**config.mk**
```make
export PLATFORM = sky130hd
export DESIGN_NAME = rs_bank
export DESIGN_NICKNAME = d
export VERILOG_FILES = /design/src/rtl/rs_bank_pkg.sv /design/src/rtl/rs_free_select.sv /design/src/rtl/rs_bank.sv
export SDC_FILE = /design/constraint.sdc
export NUM_CORES = 1
export LEC_CHECK = 0
export BUFFER_PORTS_ARGS = -buffer_cell sky130_fd_sc_hd__buf_2
export CORE_ASPECT_RATIO = 0.75
export CORE_MARGIN = 4
export CORE_UTILIZATION = 50
export CTS_BUF_LIST = sky130_fd_sc_hd__clkbuf_8
export CTS_CLUSTER_SIZE = 20
export DETAILED_ROUTE_END_ITERATION = 8
export GPL_ROUTABILITY_DRIVEN = 0
export PLACE_DENSITY = 0.8
export SLEW_MARGIN = 15
export SYNTH_ARGS = -nofsm -noshare
export SYNTH_HDL_FRONTEND = slang
export SYNTH_SLANG_ARGS = --single-unit
```
**constraint.sdc**
```tcl
create_clock -name clock -period 5.75 [get_ports clock]
set_input_delay 0 -clock clock [delete_from_list [all_inputs] [get_ports clock]]
set_output_delay 0 -clock clock [all_outputs]
set_load 0.005 [all_outputs]
```
**src/rtl/rs_bank_pkg.sv**
```systemverilog
// rtl/rs_bank_pkg.sv - shared types and sizing for the reservation-station banks
package rs_bank_pkg;

    localparam int PHYS_TAG_W = 6;
    localparam int ROB_IDX_W  = 5;

    localparam int RS_ALU_SZ    = 8;
    localparam int RS_MULT_SZ   = 4;
    localparam int RS_BRANCH_SZ = 4;
    localparam int RS_MEM_SZ    = 8;

    localparam int NUM_FU_ALU    = 2;
    localparam int NUM_FU_MULT   = 1;
    localparam int NUM_FU_BRANCH = 1;
    localparam int NUM_FU_MEM    = 1;

    typedef logic [PHYS_TAG_W-1:0] phys_tag_t;

    typedef enum logic [1:0] {
        RS_KIND_ALU    = 2'd0,
        RS_KIND_MULT   = 2'd1,
        RS_KIND_BRANCH = 2'd2,
        RS_KIND_MEM    = 2'd3
    } rs_kind_e;

    typedef struct packed {
        logic                 valid;
        logic [3:0]           op;
        phys_tag_t            dest_tag;
        phys_tag_t            src1_tag;
        logic                 src1_ready;
        phys_tag_t            src2_tag;
        logic                 src2_ready;
        logic [ROB_IDX_W-1:0] rob_idx;
    } rs_entry_t;

endpackage

```
**src/rtl/rs_free_select.sv**
```systemverilog
// rtl/rs_free_select.sv - picks the DISPATCH_W lowest free entries as one-hot vectors
module rs_free_select #(
    parameter int SIZE       = 8,
    parameter int DISPATCH_W = 2
) (
    input  logic [SIZE-1:0]                  free_i,
    output logic [DISPATCH_W-1:0][SIZE-1:0]  pick_o,
    output logic [DISPATCH_W-1:0]            found_o
);

    logic [SIZE-1:0] remain;

    // Each pick takes the lowest remaining bit, then removes it for the next pick.
    always_comb begin
        remain  = free_i;
        pick_o  = '0;
        found_o = '0;
        for (int p = 0; p < DISPATCH_W; p++) begin
            for (int i = 0; i < SIZE; i++) begin
                if (remain[i] && !found_o[p]) begin
                    pick_o[p][i] = 1'b1;
                    found_o[p]   = 1'b1;
                end
            end
            remain = remain & ~pick_o[p];
        end
    end

endmodule

```
**src/rtl/rs_bank.sv**
```systemverilog
// rtl/rs_bank.sv - one reservation-station bank: dispatch, CDB wakeup, issue clear
module rs_bank
    import rs_bank_pkg::*;
#(
    parameter int SIZE       = 8,
    parameter int DISPATCH_W = 2,
    parameter int CLEAR_W    = 2,
    parameter int CDB_W      = 2,
    localparam int IDX_W     = (SIZE > 1) ? $clog2(SIZE) : 1,
    localparam int CNT_W     = $clog2(SIZE + 1)
) (
    input  logic                             clock,
    input  logic                             reset,
    input  logic                             mispredict,
    input  logic [DISPATCH_W-1:0]            disp_valid,
    input  rs_entry_t [DISPATCH_W-1:0]       disp_entry,
    input  logic [CLEAR_W-1:0]               clear_valid,
    input  logic [CLEAR_W-1:0][IDX_W-1:0]    clear_idx,
    input  logic [CDB_W-1:0]                 cdb_valid,
    input  phys_tag_t [CDB_W-1:0]            cdb_tag,
    output rs_entry_t [SIZE-1:0]             entries,
    output logic [CNT_W-1:0]                 free_count,
    output logic                             overflow
);

    rs_entry_t [SIZE-1:0]             entries_q, entries_d;
    logic [CNT_W-1:0]                 free_q, free_d;
    logic                             overflow_q, overflow_d;

    logic [SIZE-1:0]                  free_map;
    logic [SIZE-1:0]                  clr_mask;
    logic [DISPATCH_W-1:0][SIZE-1:0]  pick;
    logic [DISPATCH_W-1:0]            found;
    rs_entry_t                        new_e;

    // Allocation only sees entries free at the start of the cycle, so a slot
    // cleared this cycle cannot be reused until the next one.
    always_comb begin
        free_map = '0;
        for (int i = 0; i < SIZE; i++) begin
            free_map[i] = !entries_q[i].valid;
        end
    end

    rs_free_select #(
        .SIZE       (SIZE),
        .DISPATCH_W (DISPATCH_W)
    ) u_free_select (
        .free_i  (free_map),
        .pick_o  (pick),
        .found_o (found)
    );

    always_comb begin
        int slot;
        clr_mask = '0;
        for (int k = 0; k < CLEAR_W; k++) begin
            if (clear_valid[k]) begin
                clr_mask[clear_idx[k]] = 1'b1;
            end
        end

        entries_d = entries_q;
        for (int i = 0; i < SIZE; i++) begin
            if (clr_mask[i]) begin
                entries_d[i].valid = 1'b0;
            end else if (entries_q[i].valid) begin
                for (int c = 0; c < CDB_W; c++) begin
                    if (cdb_valid[c] && entries_q[i].src1_tag == cdb_tag[c]) begin
                        entries_d[i].src1_ready = 1'b1;
                    end
                    if (cdb_valid[c] && entries_q[i].src2_tag == cdb_tag[c]) begin
                        entries_d[i].src2_ready = 1'b1;
                    end
                end
            end
        end

        // Asserted dispatch slots are compacted: the n-th request takes pick n.
        overflow_d = overflow_q;
        slot       = 0;
        new_e      = '0;
        for (int d = 0; d < DISPATCH_W; d++) begin
            new_e       = disp_entry[d];
            new_e.valid = 1'b1;
            for (int c = 0; c < CDB_W; c++) begin
                if (cdb_valid[c] && disp_entry[d].src1_tag == cdb_tag[c]) begin
                    new_e.src1_ready = 1'b1;
                end
                if (cdb_valid[c] && disp_entry[d].src2_tag == cdb_tag[c]) begin
                    new_e.src2_ready = 1'b1;
                end
            end
            if (disp_valid[d]) begin
                for (int p = 0; p < DISPATCH_W; p++) begin
                    if (p == slot) begin
                        if (found[p]) begin
                            for (int i = 0; i < SIZE; i++) begin
                                if (pick[p][i]) begin
                                    entries_d[i] = new_e;
                                end
                            end
                        end else begin
                            overflow_d = 1'b1;
                        end
                    end
                end
                slot = slot + 1;
            end
        end

        free_d = '0;
        for (int i = 0; i < SIZE; i++) begin
            if (!entries_d[i].valid) begin
                free_d = free_d + CNT_W'(1);
            end
        end
    end

    always_ff @(posedge clock) begin
        if (!reset) begin
            entries_q  <= '0;
            free_q     <= CNT_W'(SIZE);
            overflow_q <= 1'b0;
        end else if (mispredict) begin
            entries_q  <= '0;
            free_q     <= CNT_W'(SIZE);
        end else begin
            entries_q  <= entries_d;
            free_q     <= free_d;
            overflow_q <= overflow_d;
        end
    end

    assign entries    = entries_q;
    assign free_count = free_q;
    assign overflow   = overflow_q;

endmodule
```
# After elaboration in Yosys (flattened, before gate mapping)
# Index checks and enable logic that the tools add are counted.
# Widths: inputs -> output; s select.
# word_totals
regBits,245
latchBits,0
ramBits,0
rom_bits,0
in_bits,87
out_inout_bits,245
word_cells,364
mem_count,0
# op_classes
n_addsub,7
mul,0
n_div,0
magnitude_cmp,4
n_eq_ne,41
n_shift,0
mux,163
bitwise,4
reduce_logical,79
# op_table
op,count
$mux 240,7
$mux 30,24
$eq 6x6->1,40
$mux 1,121
$logic_and 1x1->1,56
$eq 2x32->1 const A,1
$logic_not 32->1,1
$add 4x1->4 const B,7
$mux 4,7
$logic_not 1->1,21
$mux 8,2
$and 8x8->8,1
$lt 3x4->1 const B,2
$not 8->8,1
$or 8x8->8,1
$demux 1 s3,2
$ge 3x1->1 const B,2
$reduce_or 2->1,1
$not 1->1,1

# Logic depth before layout (Yosys ltp)
# Gate-level depths: netlist (run 1).
# depth
ltp_word,64
mapped_depth,26
ltp_nobuf,24

# Modules after synthesis
# A second synthesis (run 1) with hierarchy kept.
# hier_totals
cells_unflattened,1975
area_unflattened_um2,15175.8
# by_module_without_submodules
module,instances,cells_each,area_each_um2,seq_area_each_um2
rs_bank,1,1919,14848.0,4904.7
rs_free_select,1,56,327.8,0.0

# Worst setup path before layout (run 1)
# Ideal clock, no wire load.
# synth_path
path_kind,register to register
from,"register entries_q, in the netlist entries[119]"
to,register free_q[1] (netlist: free_count[1])
setup_time_ns,0.128
t_arrival_ns,4.388
path_slack_ns,1.235
stages_incl_launch_ff,25
n_path_buf,1
period_less_slack_ns,4.515
cell_sequence,dfxtp_1 > buf_6 > nand3_2 > nor2_1 > nand2_1 > o2bb2ai_1 > a21oi_1 > o21ai_0 > a21oi_1 > ha_1 > inv_1 > nand3_1 > nand2_1 > xor2_1 > nor2_1 > nor2_1 > ha_1 > xnor2_1 > o22ai_1 > a21oi_1 > ha_1 > a2bb2oi_1 > ha_1 > mux2i_1 > nor2_1
# synth_via
elab_chain_cells,39
elab_cells_between_ends,85
# synth_lines
item,line_no,source
from (decl),rs_bank.sv:26,"rs_entry_t [SIZE-1:0] entries_q, entries_d;"
from (signal assigned),rs_bank.sv:129,entries_q <= entries_d;
$logic_not 1->1,rs_bank.sv:41,free_map[i] = !entries_q[i].valid;
$logic_and 1x1->1,rs_free_select.sv:20,if (remain[i] && !found_o[p]) begin
$mux 1,rs_free_select.sv:20,
$logic_not 1->1,rs_free_select.sv:20,
$logic_and 1x1->1,rs_free_select.sv:20,
$mux 1,rs_free_select.sv:20,
$logic_not 1->1,rs_free_select.sv:20,
$logic_and 1x1->1,rs_free_select.sv:20,
[... 23 more ...],-,
$add 4x1->4,rs_bank.sv:115,free_d = free_d + CNT_W'(1);
$mux 4,rs_bank.sv:114,if (!entries_d[i].valid) begin
$add 4x1->4,rs_bank.sv:115,
$mux 4,rs_bank.sv:114,
$add 4x1->4,rs_bank.sv:115,
$mux 4,rs_bank.sv:114,
$add 4x1->4,rs_bank.sv:115,
$mux 4 *,rs_bank.sv:114,
to (signal assigned),rs_bank.sv:123,free_q <= CNT_W'(SIZE);
to (signal assigned),rs_bank.sv:127,free_q <= CNT_W'(SIZE);
to (signal assigned),rs_bank.sv:130,free_q <= free_d;
to (decl),rs_bank.sv:27,"logic [CNT_W-1:0] free_q, free_d;"
# Mark *: on every way between the ends. The rest lies on a longest branch, timed or not.
# A chain may end at the register's enable or synchronous reset.

# Worst setup path after layout (run 1)
# layout_path
from,"register entries_q, in the netlist entries[89]"
to,register free_q[2] (netlist: free_count[2])
# layout_via
elab_chain_cells,42
elab_cells_between_ends,94
# layout_lines
item,line_no
$logic_not 1->1,rs_bank.sv:41
$logic_and 1x1->1,rs_free_select.sv:20
$mux 1,rs_free_select.sv:20
$logic_not 1->1,rs_free_select.sv:20
$logic_and 1x1->1,rs_free_select.sv:20
$mux 1,rs_free_select.sv:20
$logic_not 1->1,rs_free_select.sv:20
$logic_and 1x1->1,rs_free_select.sv:20
[... 26 more ...],-
$add 4x1->4,rs_bank.sv:115
$mux 4,rs_bank.sv:114
$add 4x1->4,rs_bank.sv:115
$mux 4,rs_bank.sv:114
$add 4x1->4,rs_bank.sv:115
$mux 4,rs_bank.sv:114
$add 4x1->4,rs_bank.sv:115
$mux 4 *,rs_bank.sv:114
# Marks and branches as above.

==> metrics.txt, run 1 <==
status complete, no violations; mux contribution to synthesized area 9.472%; detailed-route DRC error count 0; Area growth syn-to-layout 22.00%; Worst Skew 0.03459 ns; Top FF cell, synth dfxtp_1; CTS buffer count 44; Syn Std Cell Area 15120 sq um; Flop pwr share 40.2%; Synth Area in Simple Gates 17.90%; Avg Cell Area, Syn 8.315 sq um; fraction of the mapped netlist area in compound gates 18.34%; Max Cap Viol 0; crit path kind flop to flop; critical path arrival 5.93 ns; initial antenna violation count 3; GRT overflow 0; total leakage power 7.742 nW; CTS H-tree lvls 2; sw frac 30.68%; CP cell instances nand3_1 > nor2_2 > nand2_1 > o2bb2ai_1 > a21oi_1 > o21ai_0 > a21oi_2 > ha_1 > inv_1 > nand3_1 > nand2_1 > xor2_1 > nor2_1 > nor2_1 > ha_1 > xnor2_1 > o22ai_1 > a21oi_1 > ha_1 > a2bb2oi_1 > ha_1 > nand2_1 > xor2_1 > nor2_1; maximum fanout along the worst path 10; Starting Density 51.34%; cells after synthesis 1819; #FFs+latches synth 245; HPWL Detailed 40.05 mm; TritonCTS clock tree yes; Final period util 95.83%; setup bufs post-CTS 0; Hold Vio Cnt, Final 0; CP max stage cell dfxtp_1; design area 18450 sq um; Switch Pwr 0.001350 W; largest buffer count on any clock path 3; Post-Syn Nets 1915; Synth warnings 0; Placed Cells 2352; combinational family with the most area after synthesis compound AO/OA/AOI/OAI gates; share of layout cells above drive strength 1 22.06%; type of origin of the critical path flop; Avg WL per Cell 25.79 um; vias in the first global route 16050; worst hold-check path type input port to flop; Final Critical Period 5.510 ns; Slew Limit Fails 0; crit-path leading delay family simple AND/OR/NAND/NOR gates; drt initial violations 2262; Core ar. 29460 sq um; power share of the combinational group 18.9%; Root Buffer clkbuf_8; nets 2189; global-route wire length before repair 96.56 mm; final WL 65.03 mm; Vias 16640; unique cell type count in the Yosys netlist 88; RSZ-0062 raised after global routing false; Slew @ Worst Pin 1.150 ns; setup ws final 0.2398 ns; XOR/XNOR Fraction of Synth Area 14.73%; Post-synth EDFFs 0; pre-CTS WS 0.4266 ns; IO Port Bufs 329; CP Capture Type flop; CTS sink count 245; Power Dens Cells 238.6 nW/um^2; post-synthesis sequential area ratio 32.43%; 1st-pass router iterations 8; Buffers & Inverters on Critical Path 1; Min Hold Slack 0.08717 ns; Post-DP Area 16570 sq um; maximum VDD drop 0.2309 mV; Worst-path clk slew 0.06 ns; Crit path largest cell delay 0.57 ns; TNS Setup 0 ns; DIE WIDTH 208.8 um; Setup Viol. Count Final 0; critical path required time 6.17 ns; die area 33120 sq um; CP dominant cell by count ha_1; pin count of the biggest net entering global routing 91; post-route ant nets 0; Slew headroom 23.36%; post-synthesis adder-cell area fraction 0.8852%; clock insertion delay at the later pin of the skew report 0.59 ns; max frequency 181.5 MHz; power share of the clock group 40.9%; Int Pwr 0.003052 W; Cell Count, Final, Fillers Out 2521; Via-to-Cell Ratio 6.601; Die Y 158.6 um; num ports 332; Synth async-reset ratio 0%; GRT Overall Usage 37.11%; FP Rows 54
==> worst reg2reg max path: stages, from the launching register on <==
cell and delay (ns):
dfxtp_1 0.57, nand3_1 0.29, nor2_2 0.32, nand2_1 0.23, o2bb2ai_1 0.21, a21oi_1 0.14, o21ai_0 0.13, a21oi_2 0.33
ha_1 0.33, inv_1 0.09, nand3_1 0.15, nand2_1 0.18, xor2_1 0.17, nor2_1 0.06, nor2_1 0.23, ha_1 0.35
xnor2_1 0.16, o22ai_1 0.15, a21oi_1 0.08, ha_1 0.28, a2bb2oi_1 0.33, ha_1 0.21, nand2_1 0.07, xor2_1 0.21
nor2_1 0.06
==> cell usage after synthesis, types with 36 or more instances <==
cell,n,share of area [%]
nand4_1,43,1.8
nand2_1,89,2.2
a21oi_1,36,1.2
a311oi_1,54,3.1
clkbuf_1,121,3.0
nand3_1,65,2.2
mux2i_1,142,9.4
a211oi_1,137,6.8
xor2_1,109,6.3
buf_1,47,1.2
dfxtp_1,245,32
xnor2_1,141,8.2
nor2_1,297,7.4
o21ai_0,39,1.3
==> what timing repair did <==
item | 4_1_cts | 5_1_grt
hold endpoints to repair | 225 | 0
hold buffers | 85 | 0
resized for setup | 0 | 2
setup endpoints to repair | 0 | 3
==> stage by stage <==
step | util [%] | power (W)
final | 62.64 | 0.004402
after global routing | 62.62 | 0.004540
after CTS | 62.41 | 0.004372
after detailed placement | 56.26 | 0.002562
after global placement | 56.26 | 0.002524
after floorplan | - | 0.002325
==> cells by family after synthesis <==
| logic type | after synthesis |
|---|---|
| AND/OR/NAND/NOR | 585 |
| AO/OA/AOI/OAI | 363 |
| XOR/XNOR | 252 |
| flip-flops | 245 |
| buffers and inverters | 220 |
| multiplexers | 143 |
| adder cells (fa/ha/maj) | 11 |
==> state kept, by name, summed over array words and instances (netlist names) <==
name,count
free_count,4
entries,240
overflow,1
==> layout by cell type, fill, tap and decap left out, drive strengths merged, types with 4 or more instances in the layout <==
cell / n
a21oi: 39
nand2b: 11
a2111oi: 4
dlygate4sd3: 85
a31oi: 4
a311oi: 55
nand3: 68
inv: 23
o21ai: 42
or4: 10
o211ai: 7
nand3b: 6
nand2: 91
xor2: 109
xnor2: 142
or3: 7
a221oi: 9
o22ai: 4
dfxtp: 245
mux2i: 142
ha: 9
o221ai: 28
nor3: 7
a211oi: 138
clkinv: 4
buf: 351
nand4: 45
nor2: 298
clkbuf: 59
nor4: 28
==> layer usage <==
| layer | wire length [um] | share of wire, % | track usage (%) | vias to the layer above |
|---|---|---|---|---|
| li1 | - | - | - | 7049 |
| met1 | 23710 | 36 | 47.24 | 7752 |
| met2 | 26920 | 41 | 55.89 | 1471 |
| met3 | 9840 | 15 | 11.46 | 367 |
| met4 | 4543 | 7.0 | 22.05 | 2 |
| met5 | 7 | 0.011 | 0 | - |
==> layout make-up <==
| cell class | instances | area, sq um |
|---|---|---|
| fillers | 2473 | 11010 |
| diodes | 3 | 7.507 |
| flip-flops and latches | 245 | 4905 |
| clock inverters | 20 | 148.9 |
| multi-input cells | 1354 | 9355 |
| repair buffers | 436 | 2688 |
| clock buffers | 59 | 812.0 |
| inverters | 12 | 45.04 |
| well taps | 392 | 490.5 |
==> power by group through the flow <==
stage	logic (W)	clock network, W	registers (W)
floorplan	0.000525	0	0.00180
global placement	0.000723	0	0.00180
detailed placement	0.000759	0	0.00180
CTS	0.000797	0.00181	0.00177
global route	0.000874	0.00190	0.00177
finish	0.000833	0.00180	0.00177
==> path summary, 6_finish.rpt <==
path	startpoint	endpoint	slack [ns]	cells past startpoint
min reg2reg	entries[3]	entries[3]	0.46	2
max	entries[89]	free_count[2]	0.24	24
min	mispredict	entries[7]	0.09	5
max reg2reg	entries[89]	free_count[2]	0.24	24
No activity file was read; power rests on OpenSTA's default activity.
==> run 2: changes to the inputs <==
--- a/config.mk
+++ b/config.mk
@@ -5,8 +5,9 @@
 export SDC_FILE = /design/constraint.sdc
 export NUM_CORES = 1
 export LEC_CHECK = 0
+export ABC_CLOCK_PERIOD_IN_PS = 5750
 export BUFFER_PORTS_ARGS = -buffer_cell sky130_fd_sc_hd__buf_2
-export CORE_ASPECT_RATIO = 0.75
+export CORE_ASPECT_RATIO = 1.75
 export CORE_MARGIN = 4
 export CORE_UTILIZATION = 50
 export CTS_BUF_LIST = sky130_fd_sc_hd__clkbuf_8
@@ -14,7 +15,7 @@
 export DETAILED_ROUTE_END_ITERATION = 8
 export GPL_ROUTABILITY_DRIVEN = 0
 export PLACE_DENSITY = 0.8
-export SLEW_MARGIN = 15
+export SLEW_MARGIN = 40
 export SYNTH_ARGS = -nofsm -noshare
 export SYNTH_HDL_FRONTEND = slang
 export SYNTH_SLANG_ARGS = --single-unit
==> metrics.txt, run 2 (synthesized netlist as in run 1, its figures left out) <==
vias in the first global route 16240 (was 16050); worst hold-check path type input port to flop (unchanged); TNS Setup 0 ns (unchanged); critical path arrival 5.68 ns (was 5.93 ns); num ports 332 (unchanged); CP Capture Point free_count[2] (unchanged); post-route ant nets 0 (unchanged); maximum fanout along the worst path 16 (was 10); maximum VDD drop 0.1675 mV (was 0.2309 mV); launching point of the worst reg2reg path entries[29] (was entries[89]); commonest non-fill, non-tap cell in the layout buf_2 (unchanged); status complete, no violations (unchanged); Reg2Reg Capture Point free_count[2] (unchanged); die area 33200 sq um (was 33120 sq um); 1st-pass router iterations 7 (was 8); GRT Overall Usage 36.37% (was 37.11%); global-route wire length before repair 95.19 mm (was 96.56 mm); Final Critical Period 5.243 ns (was 5.510 ns); clock insertion delay at the later pin of the skew report 0.57 ns (was 0.59 ns); pin count of the biggest net entering global routing 128 (was 91); DIE WIDTH 139.5 um (was 208.8 um); Vias 16360 (was 16640); Worst-path clk slew 0.06 ns (about the same); Slew headroom 40.19% (was 23.36%); Slew Limit Fails 0 (unchanged); Buffers & Inverters on Critical Path 2 (was 1); IO Port Bufs 329 (unchanged); r2r setup slk 0.51 ns (was 0.24 ns); Max Cap Viol 0 (unchanged); Reg2Reg Depth 25 (was 24); RSZ-0062 raised after global routing false (unchanged); Root Buffer clkbuf_8 (unchanged); type of origin of the critical path flop (unchanged); Avg WL per Cell 25.34 um (was 25.79 um); Die Y 238.1 um (was 158.6 um); drt initial violations 1990 (was 2262); Design Power 0.004156 W (was 0.004402 W); crit path kind flop to flop (unchanged); Final period util 91.19% (was 95.83%); most frequent cells in the layout 329 x buf_2, 295 x nor2_1, 245 x dfxtp_1, 142 x mux2i_1, 141 x xnor2_1 (unchanged); max reg flops 240 (unchanged); Setup Viol. Count Final 0 (unchanged); crit-path leading delay family compound AO/OA/AOI/OAI gates (was simple AND/OR/NAND/NOR gates); Power Dens Cells 226.3 nW/um^2 (was 238.6 nW/um^2); Slew @ Worst Pin 0.8971 ns (was 1.150 ns); FP Rows 84 (was 54); total leakage power 7.723 nW (was 7.742 nW); nets 2189 (unchanged); max frequency 190.7 MHz (was 181.5 MHz); detailed-route DRC error count 0 (unchanged); Starting Density 50.49% (was 51.34%); share of layout cells above drive strength 1 21.81% (was 22.06%); CTS H-tree lvls 2 (unchanged); TritonCTS clock tree yes (unchanged); final WL 63.54 mm (was 65.03 mm); CP Capture Type flop (unchanged); HPWL Detailed 39.77 mm (was 40.05 mm); largest buffer count on any clock path 3 (unchanged); Worst Skew 0.02360 ns (was 0.03459 ns); CP max stage cell dfxtp_1 (unchanged); GRT overflow 0 (unchanged); CTS buffer count 39 (was 44); Critical Path Stages 25 (was 24); Core ar. 29950 sq um (was 29460 sq um); Hold Vio Cnt, Final 0 (unchanged); critical path required time 6.19 ns (was 6.17 ns); FILL cells 2452 (was 2473); Crit path largest cell delay 0.53 ns (was 0.57 ns); Via-to-Cell Ratio 6.524 (was 6.601); Worst setup startpoint entries[29] (was entries[89]); initial antenna violation count 1 (was 3); CTS sink count 245 (unchanged); Area growth syn-to-layout 21.43% (was 22.00%)
[run 2: power breakdown]
group / internal (W) / leakage [nW] / switching, W
Combinational: 0.000315 / 5.30 / 0.000512
Sequential: 0.00173 / 1.98 / 0.0000311
Clock: 0.000826 / 0.440 / 0.000738
[run 2: timing repair]
item / in CTS / in global routing
endpoints found under the setup margin: 0 / 1
gates resized for setup: 0 / 1
hold buffers: 85 / 0
hold endpoints to repair: 221 / 0
buffers inserted: 0 / 0
[run 2: how the worst min path moves through the flow]
stage	from	endpoint	cells past startpoint
finish	disp_entry[5]	entries[95]	7
detailed placement	reset	overflow	2
floorplan	reset	overflow	1
global route	disp_entry[5]	entries[95]	7
global placement	reset	overflow	2
CTS	disp_valid[0]	entries[54]	4
[run 2: area by class of cell]
cell class,count,area [sq um],share of cell area (%)
Antenna cell,3,7.507,0.04088
Clock buffer,50,688.2,3.747
Clock inverter,16,101.3,0.5518
Inverter,12,45.04,0.2453
Multi-Input combinational cell,1354,9361,50.97
Sequential cell,245,4905,26.71
Tap cell,387,484.2,2.637
Timing Repair Buffer,441,2773,15.10
[run 2: stage by stage]
step                      instance area [sq um]  utilization, %  hold slack (ns)  cells  setup WS [ns]
final                                     18370           61.31          0.02916   2508         0.5069
after global routing                      18360           61.29          0.05445   2506        0.08508
after CTS                                 18350           61.25          0.01196   2505         0.6083
after detailed placement                  16710           55.78           0.2916   2354         0.6140
after global placement                    16600           55.42           0.2669   2351         0.7918
after floorplan                           15120               -           0.1175   1819          1.235
[run 2: layer usage]
metal	routed length (um)	vias to the layer above	global-route usage [%]	share of wire, %
met1	21220	7587	40.74	33
met4	6268	0	29.70	9.9
met2	28700	1277	57.70	45
met5	0	-	0	0
met3	7355	441	9.725	12
li1	-	7058	-	-
[run 2: worst min-delay path, cell delays in order]
cell     delay [ns]
buf_2          0.11
nor2_1         0.06
o41ai_2        0.10
nand2_1        0.06
o21ai_0        0.07
mux2i_1        0.07
nor2_1         0.07
